===== src/rtl/uart_receiver.sv =====
// UART receive path: 16x-oversampled deserialiser with parity/framing checks feeding a FWFT RX FIFO.
// Frame result lands in the FIFO on the final stop sample; frames completing while the FIFO is full are dropped.
module uart_receiver #(
   parameter int RX_FIFO_DEPTH     = 64,
   parameter int CONFIG_LOW_CYCLES = 40000
) (
   input  logic       clk_i,
   input  logic       rst_i,
   input  logic       enable_i,
   input  logic       ov_baud_rt_i,
   input  logic       rx_i,
   input  logic       rx_fifo_read_i,
   input  logic [1:0] data_width_i,
   input  logic [1:0] stop_bits_number_i,
   input  logic [1:0] parity_mode_i,
   output logic [7:0] data_rx_o,
   output logic       parity_error_o,
   output logic       frame_error_o,
   output logic       rx_fifo_empty_o,
   output logic       rx_fifo_full_o,
   output logic       rx_done_o,
   output logic       overrun_error_o,
   output logic       config_req_slv_o,
   output logic       rx_idle_o
);

   localparam int AW = (RX_FIFO_DEPTH > 1) ? $clog2(RX_FIFO_DEPTH) : 1;
   localparam int CW = $clog2(RX_FIFO_DEPTH + 1);
   localparam int LW = $clog2(CONFIG_LOW_CYCLES + 1);

   typedef enum logic [2:0] {IDLE, START, DATA, PARITY, STOP, CFG_WAIT} state_t;

   state_t        state, state_n;
   logic          rx_meta, rx_sync;
   logic [LW-1:0] low_cnt;
   logic          cfg_hit;
   logic [3:0]    cnt, cnt_n;
   logic [2:0]    bit_idx, bit_n;
   logic [7:0]    sr, sr_n;
   logic          par_err, par_n;
   logic          frm_err, frm_n;
   logic          stop_idx, stop_n;
   logic          finish;
   logic [3:0]    nbits;
   logic [7:0]    data_aligned;
   logic          two_stop;

   logic [9:0]    mem [RX_FIFO_DEPTH];
   logic [AW-1:0] wr_ptr, rd_ptr;
   logic [CW-1:0] count;
   logic          wr_en, rd_en, drop;
   logic [9:0]    head;

   assign nbits        = 4'd5 + {2'b00, data_width_i};
   assign data_aligned = sr >> (4'd8 - nbits);
   assign two_stop     = (stop_bits_number_i == 2'b01);

   always_ff @(posedge clk_i) begin
      if (rst_i) begin
         rx_meta <= 1'b1;
         rx_sync <= 1'b1;
      end else begin
         rx_meta <= rx_i;
         rx_sync <= rx_meta;
      end
   end

   // Saturating low-time counter; cfg_hit marks the cycle it reaches the limit.
   always_ff @(posedge clk_i) begin
      if (rst_i || rx_sync)
         low_cnt <= '0;
      else if (low_cnt != LW'(CONFIG_LOW_CYCLES))
         low_cnt <= low_cnt + 1'b1;
   end

   assign cfg_hit = !rx_sync && (low_cnt == LW'(CONFIG_LOW_CYCLES - 1));

   always_comb begin
      state_n = state;
      cnt_n   = cnt;
      bit_n   = bit_idx;
      sr_n    = sr;
      par_n   = par_err;
      frm_n   = frm_err;
      stop_n  = stop_idx;
      finish  = 1'b0;
      case (state)
         IDLE: begin
            if (!rx_sync && enable_i) begin
               state_n = START;
               cnt_n   = '0;
            end
         end
         START: begin
            if (ov_baud_rt_i) begin
               if (cnt == 4'd7) begin
                  cnt_n = '0;
                  if (!rx_sync) begin
                     state_n = DATA;
                     bit_n   = '0;
                     par_n   = 1'b0;
                     frm_n   = 1'b0;
                  end else begin
                     state_n = IDLE;
                  end
               end else begin
                  cnt_n = cnt + 4'd1;
               end
            end
         end
         DATA: begin
            if (ov_baud_rt_i) begin
               if (cnt == 4'd15) begin
                  cnt_n = '0;
                  sr_n  = {rx_sync, sr[7:1]};
                  if ({1'b0, bit_idx} == nbits - 4'd1) begin
                     state_n = parity_mode_i[1] ? STOP : PARITY;
                     stop_n  = 1'b0;
                  end else begin
                     bit_n = bit_idx + 3'd1;
                  end
               end else begin
                  cnt_n = cnt + 4'd1;
               end
            end
         end
         PARITY: begin
            if (ov_baud_rt_i) begin
               if (cnt == 4'd15) begin
                  cnt_n   = '0;
                  par_n   = rx_sync != (^data_aligned ^ parity_mode_i[0]);
                  state_n = STOP;
                  stop_n  = 1'b0;
               end else begin
                  cnt_n = cnt + 4'd1;
               end
            end
         end
         STOP: begin
            if (ov_baud_rt_i) begin
               if (cnt == 4'd15) begin
                  cnt_n = '0;
                  if (!rx_sync)
                     frm_n = 1'b1;
                  if (two_stop && !stop_idx) begin
                     stop_n = 1'b1;
                  end else begin
                     finish  = 1'b1;
                     state_n = IDLE;
                  end
               end else begin
                  cnt_n = cnt + 4'd1;
               end
            end
         end
         CFG_WAIT: begin
            if (ov_baud_rt_i && rx_sync)
               state_n = IDLE;
         end
         default: state_n = IDLE;
      endcase
      // A configuration request wins over anything the frame logic wanted this cycle.
      if (cfg_hit) begin
         state_n = CFG_WAIT;
         cnt_n   = '0;
         finish  = 1'b0;
      end
   end

   always_ff @(posedge clk_i) begin
      if (rst_i) begin
         state            <= IDLE;
         cnt              <= '0;
         bit_idx          <= '0;
         sr               <= '0;
         par_err          <= 1'b0;
         frm_err          <= 1'b0;
         stop_idx         <= 1'b0;
         rx_done_o        <= 1'b0;
         overrun_error_o  <= 1'b0;
         config_req_slv_o <= 1'b0;
      end else begin
         state            <= state_n;
         cnt              <= cnt_n;
         bit_idx          <= bit_n;
         sr               <= sr_n;
         par_err          <= par_n;
         frm_err          <= frm_n;
         stop_idx         <= stop_n;
         rx_done_o        <= finish;
         overrun_error_o  <= drop;
         config_req_slv_o <= cfg_hit;
      end
   end

   assign rx_idle_o = (state == IDLE);

   // A pop in the same cycle frees the slot, so a full FIFO still accepts the write.
   assign wr_en = finish && (!rx_fifo_full_o || rx_fifo_read_i);
   assign drop  = finish && !wr_en;
   assign rd_en = rx_fifo_read_i && !rx_fifo_empty_o;

   always_ff @(posedge clk_i) begin
      if (wr_en)
         mem[wr_ptr] <= {frm_n, par_err, data_aligned};
   end

   always_ff @(posedge clk_i) begin
      if (rst_i) begin
         wr_ptr <= '0;
         rd_ptr <= '0;
         count  <= '0;
      end else begin
         if (wr_en)
            wr_ptr <= (wr_ptr == AW'(RX_FIFO_DEPTH - 1)) ? '0 : wr_ptr + 1'b1;
         if (rd_en)
            rd_ptr <= (rd_ptr == AW'(RX_FIFO_DEPTH - 1)) ? '0 : rd_ptr + 1'b1;
         case ({wr_en, rd_en})
            2'b10:   count <= count + 1'b1;
            2'b01:   count <= count - 1'b1;
            default: count <= count;
         endcase
      end
   end

   assign rx_fifo_empty_o = (count == '0);
   assign rx_fifo_full_o  = (count == CW'(RX_FIFO_DEPTH));
   assign head            = rx_fifo_empty_o ? 10'd0 : mem[rd_ptr];
   assign data_rx_o       = head[7:0];
   assign parity_error_o  = head[8];
   assign frame_error_o   = head[9];

endmodule


===== config.mk =====
export PLATFORM = sky130hd
export DESIGN_NAME = uart_receiver
export DESIGN_NICKNAME = d
export VERILOG_FILES = /design/src/rtl/uart_receiver.sv
export SDC_FILE = /design/constraint.sdc
export NUM_CORES = 1
export LEC_CHECK = 0
export CORE_MARGIN = 2
export CORE_UTILIZATION = 40
export DETAILED_ROUTE_END_ITERATION = 10
export HOLD_SLACK_MARGIN = 0.05
export PLACE_DENSITY = 0.55
export SLEW_MARGIN = 30
export SYNTH_ARGS = -nofsm -noshare
export SYNTH_HDL_FRONTEND = slang
export SYNTH_SLANG_ARGS = --single-unit
export TNS_END_PERCENT = 5

===== constraint.sdc =====
create_clock -name clk_i -period 7.03 [get_ports clk_i]
set_input_delay 1.7575 -clock clk_i [delete_from_list [all_inputs] [get_ports clk_i]]
set_output_delay 1.7575 -clock clk_i [all_outputs]
set_load 0.01 [all_outputs]

==> impl_metrics.yaml, run 1 <==
cts:
  cts_resized: 0
  numCtsBuffers: 74
  cts_tree: "built"
  cts-root-buf: "clkbuf_16"
  post_cts_buffers: 0
  cts_sinks: 707
  ctsHoldBuffers: 0
  htree_levels: 3
  path_clk_slew_ns: 0.06
  clock_latency_ns: 0.62
  clockBufferDepth: 3
placement:
  port_buffers: 27
  finalWeightedCongestion: 0.7830
  dp_hpwl_mm: 39.67
synth:
  synth_edf_count: 640
  yosysWarnings: 0
  yosys-top-cells-count: "edfxtp_1 (640), mux4_2 (171), nor2_1 (125)"
  synth_top_area_cell: "edfxtp_1"
  yosysMostFrequentCell: "edfxtp_1"
  synthCells: 1521
  synth_flop_cell: "edfxtp_1"
  ys_ff_latch: 707
  synth.top_cells.by_area: "edfxtp_1 (68%), mux4_2 (14%), dfxtp_1 (4.7%), nor2_1 (1.7%), mux2i_1 (1.2%)"
  synthDistinctLibCells: 77
  synth.net_count: 1542
  synth_top_area_frac: 0.6778
  syn_area_um2: 28350
  synth_area_per_cell_um2: 18.64
  ys_seq_area_frac: 0.7251
  async_flop_share: 0
die:
  core_area_um2: 70150
  ios: 28
  die_w_um: 270.2
  die_y_um: 270.2
  initial_core_util: 0.4042
  die_area_um2: 73030
  num_rows: 97
setup_path:
  crit_path_max_incr_delay_ns: 0.80
  end_kind: "output pin"
  cpMostUsedCell: "a21oi_1"
  r2r_start: "state[2]"
  crit_required_ns: 5.27
  crit_path_max_fanout: 39
  reg2reg_to: "count[6]"
  slowest_stage: "dfxtp_4"
  critPathArrivalTime_ns: 4.18
  worstPathCellList: "buf_12, mux4_2, a22oi_1, a21oi_1, a21oi_1, o32ai_1, clkdlybuf4s50_1"
  start_kind: "flip-flop"
  crit_type: "reg2out"
  reg2reg_depth: 13
  regToRegSetupSlack_ns: 3.16
drt:
  wl_per_cell_um: 25.47
  via_per_inst: 5.576
  ant_nets: 0
  post-route-drc-count: 0
  first_iter_violations: 1326
  routed_wirelength_mm: 65.73
  vias: 14391
  firstDrtPassIters: 5
timing:
  max-slew-margin-rel: 0.3446
  worst_pin_slew_ns: 0.9795
  fmax_ghz: 0.1684
  skew_ns: 0.02032
  finalSetupViolCount: 0
  finalCritPeriodShare: 0.8445
  min_period_ns: 5.937
  grt_setup_unrepaired: "false"
  tns_ns: 0
  slew_viol_final: 0
  hold_viol: 0
global_routing:
  grt.overflow.total: 0
  grt_pass1_wl_mm: 98.24
  track_usage: 0.1823
  grt_pass1_vias: 14749
  grt_max_degree: 66
  antenna_found_initial: 0
job:
  max-cap-violations: 0
finish:
  fin_nets: 1603
  seqCellArea_um2: 20570
  n_fill_cell: 6026
  drive_above_1_share: 0.2457
  multi_input_area_um2: 7430
  area_growth_syn_to_layout_pct: 13.60
hold_path:
  min_to: "rx_sync"
  hold_path.class: "reg2reg"
  min-delay-start: "rx_meta"
  hold-path-cell-count: 1
pwr:
  power.total_uw: 8264
  power.leakage_uw: 0.008370
  peakVddDrop_mv: 0.1854
  cellPowerDensity_nw_per_um2: 256.6
status:
  status: "complete, no violations"
-- critical path: cells and delay by family (launching register included) --
| family | cells | cell delay, ns |
|---|---|---|
| AOI/OAI and AO/OA | 4 | 1.22 |
| buffers and inverters | 2 | 0.92 |
| muxes | 1 | 0.59 |
| DFF | 1 | 0.80 |
-- report_power, final --
part	switching [uW]	leakage (uW)	internal (uW)
clock network	1600	0.00113	2100
registers	2.38	0.00532	4520
logic	22.5	0.00193	14.9
total	1630	0.00837	6640
-- sequential cells by signal (all words and copies together) (netlist names), 3 cells and up, named ones only --
| name | count |
|---|---|
| low_cnt | 16 |
| count | 7 |
| cnt | 4 |
| wr_ptr | 6 |
| rd_ptr | 6 |
| bit_idx | 3 |
| sr | 8 |
| mem | 640 |
| state | 3 |
-- through the flow --
| step | area [um^2] | utilization | hold WS, ns | std cells | setup slack, ns |
|---|---|---|---|---|---|
| floorplan | 28350 | - | 0.3895 | 1521 | 1.356 |
| global placement | 29790 | 0.4247 | 0.3936 | 2444 | 1.550 |
| detailed placement | 29890 | 0.4262 | 0.4081 | 2445 | 1.541 |
| CTS | 32180 | 0.4587 | 0.4302 | 2579 | 1.048 |
| global route | 32210 | 0.4591 | 0.4617 | 2580 | 0.9555 |
| finish | 32210 | 0.4592 | 0.4267 | 2581 | 1.093 |
-- cells by family after synthesis --
family          Yosys count  share of synthesized area
flops                   707                     0.7251
simple gates            280                    0.04916
mux                     214                     0.1514
compound gates          171                    0.03993
buf+inv                 103                    0.01858
xor+xnor                 37                    0.01191
fa+ha+maj                 9                   0.003971
-- per-layer routing --
metal  share of wire  GRT usage  vias up
li1                -          -     6276
met1            0.45     0.2613     7601
met2            0.47     0.2896      423
met3           0.052    0.02756       91
met4           0.024    0.05467        0
met5               0          0        -
-- layout make-up --
| cell class | instances | share of cell area |
|---|---|---|
| diodes | 1 | 0.00007769 |
| clock buffers | 99 | 0.06394 |
| clock inverters | 35 | 0.007031 |
| inverters | 13 | 0.001515 |
| multi-input cells | 711 | 0.2307 |
| flip-flops and latches | 707 | 0.6387 |
| well taps | 940 | 0.03651 |
| repair buffers | 75 | 0.02160 |
-- how the worst max path moves through the flow --
stage | cells after the start | endpoint
finish | 7 | frame_error_o
global route | 8 | data_rx_o[0]
CTS | 6 | data_rx_o[5]
detailed placement | 14 | count[6]
global placement | 14 | count[6]
floorplan | 6 | par_err
-- cell usage in the layout, fill, tap and decap left out, types with 5 or more instances in the layout --
master | Yosys | layout
a211oi_1 | 8 | 8
mux4_2 | 171 | 171
mux2_2 | 7 | 7
nand3_1 | 15 | 15
xnor2_1 | 18 | 18
a22oi_1 | 38 | 38
nand2_1 | 46 | 46
clkbuf_1 | 33 | 17
nor2_2 | 1 | 40
clkbuf_16 | 0 | 77
xor2_1 | 18 | 18
nor2b_1 | 16 | 15
o22ai_1 | 8 | 8
clkinv_2 | 0 | 13
or2_2 | 5 | 5
nor2_1 | 125 | 85
clkdlybuf4s50_1 | 0 | 27
clkbuf_8 | 0 | 5
edfxtp_1 | 640 | 640
nand3b_1 | 7 | 7
a21oi_1 | 49 | 48
nor3_1 | 11 | 11
dfxtp_1 | 67 | 61
nand4_1 | 7 | 7
o21ai_0 | 21 | 20
nor3b_1 | 6 | 6
or3_1 | 8 | 8
mux2i_1 | 35 | 33
clkinv_1 | 0 | 14
buf_4 | 13 | 42
inv_1 | 11 | 11
ha_1 | 9 | 9
Note: power is estimated with default switching activity, not from simulation.
==> run 2: changes to the inputs <==
PLACE_DENSITY = 0.57   (was 0.55)
clock period = 4.8 ns   (was 7.03 ns; I/O delays follow)
==> impl_metrics.yaml, run 2 (synthesis gave the netlist of run 1 again) <==
setup_path:
  reg2reg_depth: 13
  crit_path_max_incr_delay_ns: 0.53
  crit_type: "reg2out"
  crit_required_ns: 3.60
  crit_path_max_fanout: 17
  critPathArrivalTime_ns: 3.50
  regToRegSetupSlack_ns: 1.19
  end_kind: "output pin"
  start_kind: "flip-flop"
  slowest_stage: "clkdlybuf4s50_1"
  worstPathCellList: "buf_12, buf_12, buf_4, mux4_2, a22oi_1, nand2_1, a21oi_2, o22ai_1, clkdlybuf4s50_1"
  cpMostUsedCell: "buf_12"
finish:
  area_growth_syn_to_layout_pct: 15.75
  n_antenna_cell: 0
  drive_above_1_share: 0.2567
  largest_reg_flops: 640
  layout_common_cells: "edfxtp_1 (640), mux4_2 (171), nor2_1 (123)"
  layout_commonest_cell: "edfxtp_1"
  top_register: "mem"
  largestRegisters: "mem x640, low_cnt x16, sr x8"
  fin_nets: 1680
pwr:
  switching_share: 0.1910
  switching_power_uw: 2309
  peakVddDrop_mv: 0.2632
  p_int_uw: 9777
  power.total_uw: 12090
  clockPowerShare: 0.447
  p_comb_frac: 0.005
  power.leakage_uw: 0.008856
  cellPowerDensity_nw_per_um2: 368.2
  seq_power_share: 0.548
global_routing:
  grt_pass1_vias: 14945
  grt.overflow.total: 0
  grt_max_degree: 65
  antenna_found_initial: 0
  track_usage: 0.1808
  grt_pass1_wl_mm: 97.84
timing:
  finalSetupViolCount: 0
  skew_ns: 0.02598
  grt_setup_unrepaired: "false"
  slew_viol_final: 0
  max-slew-margin-rel: 0.4149
  worst_pin_slew_ns: 0.8777
  hold_viol: 0
  min_period_ns: 4.698
  fmax_ghz: 0.2129
  tns_ns: 0
  finalCritPeriodShare: 0.9787
die:
  ios: 28
  initial_core_util: 0.4042
  die_area_um2: 73030
  core_area_um2: 70150
  die_w_um: 270.2
  die_y_um: 270.2
  num_rows: 97
cts:
  clockBufferDepth: 3
  cts_tree: "built"
  clock_latency_ns: 0.61
  numCtsBuffers: 76
  cts-root-buf: "clkbuf_16"
  htree_levels: 3
  cts_sinks: 707
  path_clk_slew_ns: 0.06
drt:
  wl_per_cell_um: 24.64
  routed_wirelength_mm: 65.39
  first_iter_violations: 1526
  ant_nets: 0
  via_per_inst: 5.557
  firstDrtPassIters: 5
  vias: 14749
  post-route-drc-count: 0
placement:
  finalWeightedCongestion: 0.7750
  dp_hpwl_mm: 39.76
  port_buffers: 27
status:
  status: "complete, no violations"
hold_path:
  hold_path.class: "reg2reg"
  hold-path-cell-count: 1
job:
  max-cap-violations: 0
==> run 2: cell type report <==
type,instances,area (um^2)
fillers,5999,37330
flip-flops and latches,707,20570
multi-input cells,711,7350
clock buffers,103,2044
repair buffers,150,1406
well taps,940,1176
clock inverters,30,224.0
inverters,13,48.80
==> run 2: repair_timing <==
item,CTS,global route
buffers inserted,3,4
resized for setup,4,9
hold buffers,0,0
setup endpoints to repair,9,10
==> run 2: metal layers <==
| layer | track usage | up-vias | part of all wire |
|---|---|---|---|
| met5 | 0 | - | 0 |
| met2 | 0.2849 | 396 | 0.47 |
| met4 | 0.05001 | 0 | 0.027 |
| met1 | 0.2604 | 7808 | 0.44 |
| li1 | - | 6439 | - |
| met3 | 0.03121 | 106 | 0.056 |
==> run 2: metrics by stage <==
step           worst slack (ns)  area, um^2  cells    util  hold slack (ns)
2_1_floorplan            0.4180       28350   1521       -           0.3895
3_3_place_gp             0.3269       30430   2514  0.4338           0.4049
3_5_place_dp             0.2696       30430   2514  0.4338           0.4054
4_1_cts                0.002823       32760   2650  0.4670           0.4222
5_1_grt                0.006191       32820   2654  0.4679           0.4309
6_report                 0.1024       32820   2654  0.4679           0.4188
==> run 2: power groups by stage <==
stage | sequential, uW | clock (uW) | combinational, uW
after detailed placement | 6750 | 0 | 55.6
after CTS | 6620 | 5540 | 56.0
after global placement | 6750 | 0 | 54.3
after global routing | 6620 | 5770 | 59.7
after floorplan | 6750 | 0 | 33.1
final | 6620 | 5410 | 54.7
==> run 2: critical path: cells and delay by family, from the launching register on <==
family | cells | cell delay [ns]
AO/OA/AOI/OAI | 3 | 0.79
buffers and inverters | 4 | 1.04
flip-flops | 1 | 0.38
multiplexers | 1 | 0.51
AND/OR/NAND/NOR | 1 | 0.17
==> run 2: worst paths after layout <==
check,start,end
setup / recovery,flip-flop,data_rx_o[2]
hold / removal,rx_meta,rx_sync
setup reg to reg,state[2],count[6]
hold reg to reg,rx_meta,rx_sync
==> run 3: changes to the inputs <==
CAP_MARGIN = 10   (was default)
DONT_BUFFER_PORTS = 1   (was default)
PLACE_DENSITY = 0.56   (was 0.57)
==> impl_metrics.yaml, run 3 (synthesis gave the netlist of run 1 again) <==
placement:
  dp_hpwl_mm: 39.77
  finalWeightedCongestion: 0.8100
  port_buffers: 0
finish:
  n_antenna_cell: 0
  layout_commonest_cell: "edfxtp_1"
  largestRegisters: "mem x640, low_cnt x16, sr x8"
  area_growth_syn_to_layout_pct: 14.03
  layout_common_cells: "edfxtp_1 (640), mux4_2 (171), nor2_1 (124)"
  drive_above_1_share: 0.2478
  largest_reg_flops: 640
  final_util: 0.4609
  top_register: "mem"
  fin_nets: 1632
cts:
  cts_tree: "built"
  post_cts_buffers: 0
  cts-root-buf: "clkbuf_16"
  cts_sinks: 707
  htree_levels: 3
  cts_resized: 0
  path_clk_slew_ns: 0.06
  clock_latency_ns: 0.60
  numCtsBuffers: 73
  ctsHoldBuffers: 0
  clockBufferDepth: 3
drt:
  routed_wirelength_mm: 65.23
  post-route-drc-count: 0
  ant_nets: 0
  via_per_inst: 5.529
  firstDrtPassIters: 5
  first_iter_violations: 1274
  vias: 14437
  wl_per_cell_um: 24.98
timing:
  hold_ws_ns: 0.4108
  hold_viol: 0
  max-slew-margin-rel: 0.3907
  finalSetupViolCount: 0
  worst_pin_slew_ns: 0.9140
  fmax_ghz: 0.2180
  grt_setup_unrepaired: "false"
  tns_ns: 0
  finalCritPeriodShare: 0.9555
  slew_viol_final: 0
  min_period_ns: 4.587
  skew_ns: 0.02069
die:
  initial_core_util: 0.4042
  num_rows: 97
  die_w_um: 270.2
  core_area_um2: 70150
  die_y_um: 270.2
  ios: 28
  die_area_um2: 73030
global_routing:
  antenna_found_initial: 1
  grt.overflow.total: 0
  grt_pass1_wl_mm: 97.63
  track_usage: 0.1806
  grt_pass1_vias: 14709
  grt_max_degree: 65
status:
  status: "complete, no violations"
pwr:
  peakVddDrop_mv: 0.2553
  power.total_uw: 12190
  power.leakage_uw: 0.008599
  cellPowerDensity_nw_per_um2: 376.9
setup_path:
  crit_type: "reg2out"
  r2r_start: "state[2]"
  crit_required_ns: 3.60
  critPathArrivalTime_ns: 3.39
  crit_path_max_fanout: 25
  end_kind: "output pin"
  start_kind: "flip-flop"
hold_path:
  hold_path.class: "reg2reg"
  min-delay-start: "rx_meta"
job:
  max-cap-violations: 0
run 3: where the power goes:
| group | total, uW | internal [uW] | switching (uW) |
|---|---|---|---|
| clock network | 5530 | 3270 | 2260 |
| registers | 6620 | 6620 | 3.30 |
| logic | 33.6 | 13.2 | 20.4 |
run 3: cell type report:
cell class | instances | area [um^2]
multi-input combinational | 711 | 7338
sequential | 707 | 20570
tap | 940 | 1176
timing repair buffer | 105 | 850.8
clock inverter | 34 | 286.5
clock buffer | 101 | 2059
inverter | 13 | 48.80
fill | 6052 | 37820
run 3: final timing paths:
path                                      to  slack [ns]  depth (start not counted)
worst max-delay path            data_rx_o[4]        0.21                          6
worst min register to register       rx_sync        0.41                          1
worst max register to register      count[6]        1.20                         13
worst min-delay path                 rx_sync        0.41                          1
run 3: per-stage QoR:
step                      instances  setup slack [ns]  cell area, um^2
after floorplan                1521            0.4180            28350
after global placement         2476            0.6691            29980
after detailed placement       2476            0.6759            29980
after CTS                      2611           0.09296            32330
after global routing           2611           0.06305            32330
final                          2611            0.2135            32330
run 3: per-layer routing:
metal	share of wire	vias up	global-route usage
li1	-	6342	-
met1	0.45	7638	0.2579
met2	0.48	376	0.2895
met3	0.050	81	0.03032
met4	0.020	0	0.04667
met5	0	-	0
run 3: critical path: stages (launching register included):
cell	delay (ns)
dfxtp_4	0.49
buf_12	0.27
buf_4	0.21
mux4_2	0.50
mux4_2	0.53
mux2i_1	0.48
o22ai_1	0.28
==> edit 1 (settings of run 2) <==
Set the parameter `CONFIG_LOW_CYCLES` to 80000 (it was 40000).
--- a/src/rtl/uart_receiver.sv
+++ b/src/rtl/uart_receiver.sv
@@ -3,5 +3,5 @@
 module uart_receiver #(
    parameter int RX_FIFO_DEPTH     = 64,
-   parameter int CONFIG_LOW_CYCLES = 40000
+   parameter int CONFIG_LOW_CYCLES = 80000
 ) (
    input  logic       clk_i,
Formal check against the unedited RTL: no difference found for any inputs over 4 cycles, from zero or initial values and one cycle with rst_i high; that may be too few to reach the edited logic, so the function may still have changed.
==> edit 1 against run 2 <==
Count of clock-buffer cells in the layout grew 9. Via count up 0.84%. Register-to-register slack got worse by 30 ps. Setup slack gained 60 ps. Sequential cell count grew 1. Design area rose by 0.72%. Routed wire length shrank 0.20%. Global-route usage hardly changed. Total power increased by 3.1%. Utilization grew 0.42 points. Largest power group unchanged. Sequential power barely moved. Synthesized area fell by 0.15%.
==> edit 1: results (changes against run 2) <==
| Item | Reported | Unit | vs run 2 |
|---|---|---|---|
| Max rail drop VDD | 0.241 | mV | -8.5% |
| CP top delay family | multiplexers | - |  |
| Met2 capacity usage during global routing | 28.7 | % | +0.25 points |
| Largest registers | mem (640), low_cnt (17), sr (8) | - |  |
| Post-layout net count | 1730 | - | +3.0% |
| Global-route met3 utilization | 2.89 | % | -0.23 points |
| Count of distinct cell types in the synthesized netlist | 67 | - | -13% |
| HPWL reported at the end of detailed placement | 39600 | um | -0.42% |
| GRT Total Usage | 18.0 | % | -0.040 points |
| Worst slew margin relative to its limit | 37.0 | % | -4.5 points |
| Standard cell area after detailed placement | 30400 | um2 | about the same |
| Final-layout worst hold slack | 418 | ps | -0.988 ps |
| GPL Wtd Cong | 0.792 | - | +2.1% |
| Cell leakage power | 9.38 | nW | +5.9% |
| Total number of vias | 14900 | - | +0.84% |
| Placed Cells | 2558 | - | +1.8% |
| Clock buffer count from CTS | 77 | - | +1.3% |
| Worst endpoint data arrival time | 3440 | ps | -60 ps |
| Share of post-route cells with drive strength above 1 | 25.1 | % | -0.53 points |
| DRC marker count from the first detailed-route iteration | 1394 | - | -8.7% |
| Cells taking the most area after synthesis | sky130_fd_sc_hd__edfxtp_1, sky130_fd_sc_hd__mux4_2, sky130_fd_sc_hd__dfxtp_1, sky130_fd_sc_hd__nor2_1, sky130_fd_sc_hd__a22oi_1 | - |  |
| Seq/Total Area, Yosys | 72.7 | % | +0.18 points |
| Outcome | finished, final reports clean | - |  |
| Mapped Avg Cell Area | 18.2 | um2 | -2.5% |
| Largest clock skew in the final design | 40.8 | ps | +14.8 ps |
| Worst path slowest cell | sky130_fd_sc_hd__mux4_2 | - |  |
| Total standard cell area after synthesis | 28300 | um2 | -0.15% |
| Final cycle utilization of the critical path | 96.6 | % | -1.3 points |
| Largest net degree at the start of global routing | 66 | - | +1.5% |
| Number of diodes added for antenna fixing | 0 | - | unchanged |
| M1 GR Usage | 26.0 | % | -0.086 points |
| Wire length of the first global-routing pass | 98200 | um | +0.40% |
| Setup slack, reg-to-reg | 1160 | ps | -30 ps |
| Post-route non-filler standard cell count | 2710 | - | +2.1% |
| Highest fanout seen on the critical path | 9 | - | -8 |
| Minimum setup slack after placement | 301 | ps | +31.6 ps |
| Later-pin clock latency in the skew report | 640 | ps | +30 ps |
edit 1: cell types whose count changed in the layout (fill, tap and decap cells not counted), sizes merged, moves of 8 or more:
| cell | delta |
|---|---|
| mux4 | -8 |
| clkbuf | +9 |
| a22oi | +10 |
| nand2 | +19 |
| a211oi | +10 |
| nand3b | -8 |
| buf | +19 |
edit 1: area by class of cell:
| class | instances | area [um2] |
|---|---|---|
| Timing Repair Buffer | 169 | 1480 |
| Clock inverter | 28 | 285 |
| Inverter | 15 | 56.3 |
| Sequential cell | 708 | 20600 |
| Multi-Input combinational cell | 738 | 7300 |
| Clock buffer | 112 | 2170 |
| Tap cell | 940 | 1180 |
| Fill cell | 5927 | 37000 |
edit 1: per-layer routing:
layer	up-vias	wire length (um)
li1	6580	-
met1	7802	29700
met2	411	31200
met3	80	3250
met4	0	1160
met5	-	0
edit 1: power breakdown:
| part | internal [mW] | switching, mW | leakage, nW | total [mW] |
|---|---|---|---|---|
| Clock | 3.33 | 2.40 | 1.19 | 5.73 |
| Combinational | 0.0485 | 0.0504 | 2.69 | 0.0989 |
| Sequential | 6.62 | 0.0125 | 5.49 | 6.64 |
| Total | 10.0 | 2.46 | 9.38 | 12.5 |
edit 1: kinds of logic after synthesis:
group	count (synthesis)	synth area share (%)
and+or+nand+nor	303	5.14
DFF	708	72.7
buffers and inverters	112	1.71
adders and majority gates	9	0.398
AOI/OAI and AO/OA	182	4.34
muxes	202	14.4
xor gates and xnor gates	42	1.35
edit 1: final timing paths:
check	depth (start not counted)	to	from
max	9	parity_error_o	register
min	1	rx_sync	rx_meta
max reg2reg	13	count[6]	low_cnt[15]
min reg2reg	1	rx_sync	rx_meta
edit 1: timing repair:
item                       in CTS  in global routing
setup endpoints to repair      10                  5
pin swaps                       0                  0
gates resized for setup         1                  1
setup buffers                   7                  5
==> edit 2 (flow settings as in run 2) <==
Made on the original files. Add an input register stage for `ov_baud_rt_i`, `rx_i` and `parity_mode_i`, without a reset; this delays them by one clock. The other inputs are not delayed to match.
--- a/src/rtl/uart_receiver.sv
+++ b/src/rtl/uart_receiver.sv
@@ -31,4 +31,14 @@
    typedef enum logic [2:0] {IDLE, START, DATA, PARITY, STOP, CFG_WAIT} state_t;
 
+   logic ov_baud_rt_q;
+   logic rx_q;
+   logic [1:0] parity_mode_q;
+
+   always_ff @(posedge clk_i) begin
+      ov_baud_rt_q  <= ov_baud_rt_i;
+      rx_q          <= rx_i;
+      parity_mode_q <= parity_mode_i;
+   end
+
    state_t        state, state_n;
    logic          rx_meta, rx_sync;
@@ -61,5 +71,5 @@
          rx_sync <= 1'b1;
       end else begin
-         rx_meta <= rx_i;
+         rx_meta <= rx_q;
          rx_sync <= rx_meta;
       end
@@ -93,5 +103,5 @@
          end
          START: begin
-            if (ov_baud_rt_i) begin
+            if (ov_baud_rt_q) begin
                if (cnt == 4'd7) begin
                   cnt_n = '0;
@@ -110,10 +120,10 @@
          end
          DATA: begin
-            if (ov_baud_rt_i) begin
+            if (ov_baud_rt_q) begin
                if (cnt == 4'd15) begin
                   cnt_n = '0;
                   sr_n  = {rx_sync, sr[7:1]};
                   if ({1'b0, bit_idx} == nbits - 4'd1) begin
-                     state_n = parity_mode_i[1] ? STOP : PARITY;
+                     state_n = parity_mode_q[1] ? STOP : PARITY;
                      stop_n  = 1'b0;
                   end else begin
@@ -126,8 +136,8 @@
          end
          PARITY: begin
-            if (ov_baud_rt_i) begin
+            if (ov_baud_rt_q) begin
                if (cnt == 4'd15) begin
                   cnt_n   = '0;
-                  par_n   = rx_sync != (^data_aligned ^ parity_mode_i[0]);
+                  par_n   = rx_sync != (^data_aligned ^ parity_mode_q[0]);
                   state_n = STOP;
                   stop_n  = 1'b0;
@@ -138,5 +148,5 @@
          end
          STOP: begin
-            if (ov_baud_rt_i) begin
+            if (ov_baud_rt_q) begin
                if (cnt == 4'd15) begin
                   cnt_n = '0;
@@ -155,5 +165,5 @@
          end
          CFG_WAIT: begin
-            if (ov_baud_rt_i && rx_sync)
+            if (ov_baud_rt_q && rx_sync)
                state_n = IDLE;
          end
Formal check against the unedited RTL: not equivalent (Yosys sat finds a counterexample within 4 cycles, from zero or initial values and one cycle with rst_i high).
==> edit 2 against run 2 <==
Critical path depth fell by 2. Setup slack gained 5.3 ps. Synthesized area stayed put. Routed wire length fell by 0.23%. Utilization is 0.45 points higher. Total power increased by 2.4%. Sequential cell count is 4 higher. Non-clock buffer count up 22. Design area rose by 0.96%.
==> edit 2: results (changes against run 2) <==
| Item | Reported | Unit | vs run 2 |
|---|---|---|---|
| EDFF count, synth | 640 | - | unchanged |
| Total Die Area | 73000 | um2 | unchanged |
| Number of global-route vias before repair | 15100 | - | +0.77% |
| Worst path slowest cell | sky130_fd_sc_hd__dfxtp_4 | - |  |
| Detailed-route vias per instance | 5.49 | - | -1.2% |
| Highest fanout seen on the critical path | 28 | - | +11 |
| Minimum setup slack after placement | 375 | ps | +105 ps |
| HPWL reported at the end of detailed placement | 39800 | um | about the same |
| Share of post-route cells with drive strength above 1 | 25.7 | % | about the same |
| Largest clock skew in the final design | 25.4 | ps | -0.604 ps |
| Cell types with the highest counts after synthesis | sky130_fd_sc_hd__edfxtp_1, sky130_fd_sc_hd__mux4_2, sky130_fd_sc_hd__nor2_1, sky130_fd_sc_hd__dfxtp_1, sky130_fd_sc_hd__clkbuf_1 | - |  |
| Outcome | finished, final reports clean | - |  |
| Delay of the slowest critical-path stage | 580 | ps | +50 ps |
| Sum of routed wire length over all layers | 65200 | um | -0.23% |
| Seq/Total Area, Yosys | 72.8 | % | +0.28 points |
| Number of buffers on the longest clock path | 3 | - | unchanged |
| Antenna violations before repair | 0 | - | unchanged |
| GPL Wtd Cong | 0.827 | - | +6.6% |
| Post-layout net count | 1725 | - | +2.7% |
| Wire length of the first global-routing pass | 97500 | um | -0.30% |
| Later-pin clock latency in the skew report | 620 | ps |  |
| Cells taking the most area after synthesis | sky130_fd_sc_hd__edfxtp_1, sky130_fd_sc_hd__mux4_2, sky130_fd_sc_hd__dfxtp_1, sky130_fd_sc_hd__nor2_1, sky130_fd_sc_hd__mux2i_1 | - |  |
| Switching part of the total | 19.2 | % | +0.11 points |
| Max rail drop VDD | 0.245 | mV | -6.9% |
| Clock buffer count from CTS | 74 | - | -2.6% |
| CP top delay family | compound AO/OA/AOI/OAI gates | - |  |
| Number of diodes added for antenna fixing | 0 | - | unchanged |
| Clock root buffer | sky130_fd_sc_hd__clkbuf_16 | - |  |
| DRC marker count from the first detailed-route iteration | 1389 | - | -9.0% |
| Cell leakage power | 11.0 | nW | +24% |
| Standard cell area after detailed placement | 30600 | um2 | +0.46% |
| Port Buffers | 27 | - | unchanged |
| Worst endpoint data arrival time | 3490 | ps | about the same |
| Syn. warnings | 0 | - | unchanged |
| Number of nets in the synthesized netlist | 1572 | - | +1.9% |
| Clock transition time at the flip-flop clock pins of the worst setup and hold paths | 60 | ps | about the same |
| Count of TritonRoute iterations in the first routing pass | 5 | - | unchanged |
| Count of distinct cell types in the synthesized netlist | 64 | - | -17% |
| GRT Total Usage | 17.9 | % | -0.23 points |
| Worst slew margin relative to its limit | 40.4 | % | -1.1 points |
edit 2: layout make-up:
class | count | area [um2]
fillers | 6011 | 37000
flip-flops and latches | 711 | 20700
multi-input cells | 733 | 7300
clock buffers | 96 | 2000
repair buffers | 172 | 1550
well taps | 940 | 1180
clock inverters | 39 | 412
inverters | 12 | 45.0
edit 2: timing repair:
action	CTS	global route
endpoints found under the setup margin	1	6
resized for setup	1	5
gates cloned	0	2
hold buffers	0	0
setup buffers	0	10
edit 2: metrics by stage:
step	std cells	hold WS (ps)	utilization, %
after floorplan	1551	389	-
after global placement	2556	394	43.6
after detailed placement	2556	398	43.6
after CTS	2691	413	47.0
after global routing	2703	420	47.2
final	2703	410	47.2
edit 2: final timing paths:
check                 from      endpoint  slack, ps  cells after the start
setup / recovery  register  data_rx_o[7]        110                      7
hold / removal        rx_q       rx_meta        410                      1
setup reg to reg  state[2]      count[6]       1100                     13
hold reg to reg       rx_q       rx_meta        410                      1
edit 2: per-layer routing:
| layer | part of all wire, % | global-route usage (%) |
|---|---|---|
| met1 | 45 | 25.4 |
| met2 | 48 | 28.6 |
| met3 | 5.6 | 3.31 |
| met4 | 2.0 | 4.33 |
| met5 | 0 | 0 |
edit 2: kinds of logic after synthesis:
kind of cell,after synthesis,share of synthesized area [%]
simple gates,293,5.05
xor+xnor,41,1.31
fa+ha+maj,9,0.397
flops,711,72.8
compound gates,178,4.09
mux,212,14.8
buf+inv,107,1.60
edit 2: power by group through the flow:
stage	logic (mW)	clock network, mW	registers [mW]
floorplan	0.0318	0	6.78
global placement	0.0480	0	6.78
detailed placement	0.0486	0	6.78
CTS	0.0488	5.81	6.65
global route	0.0535	6.05	6.64
finish	0.0482	5.68	6.65
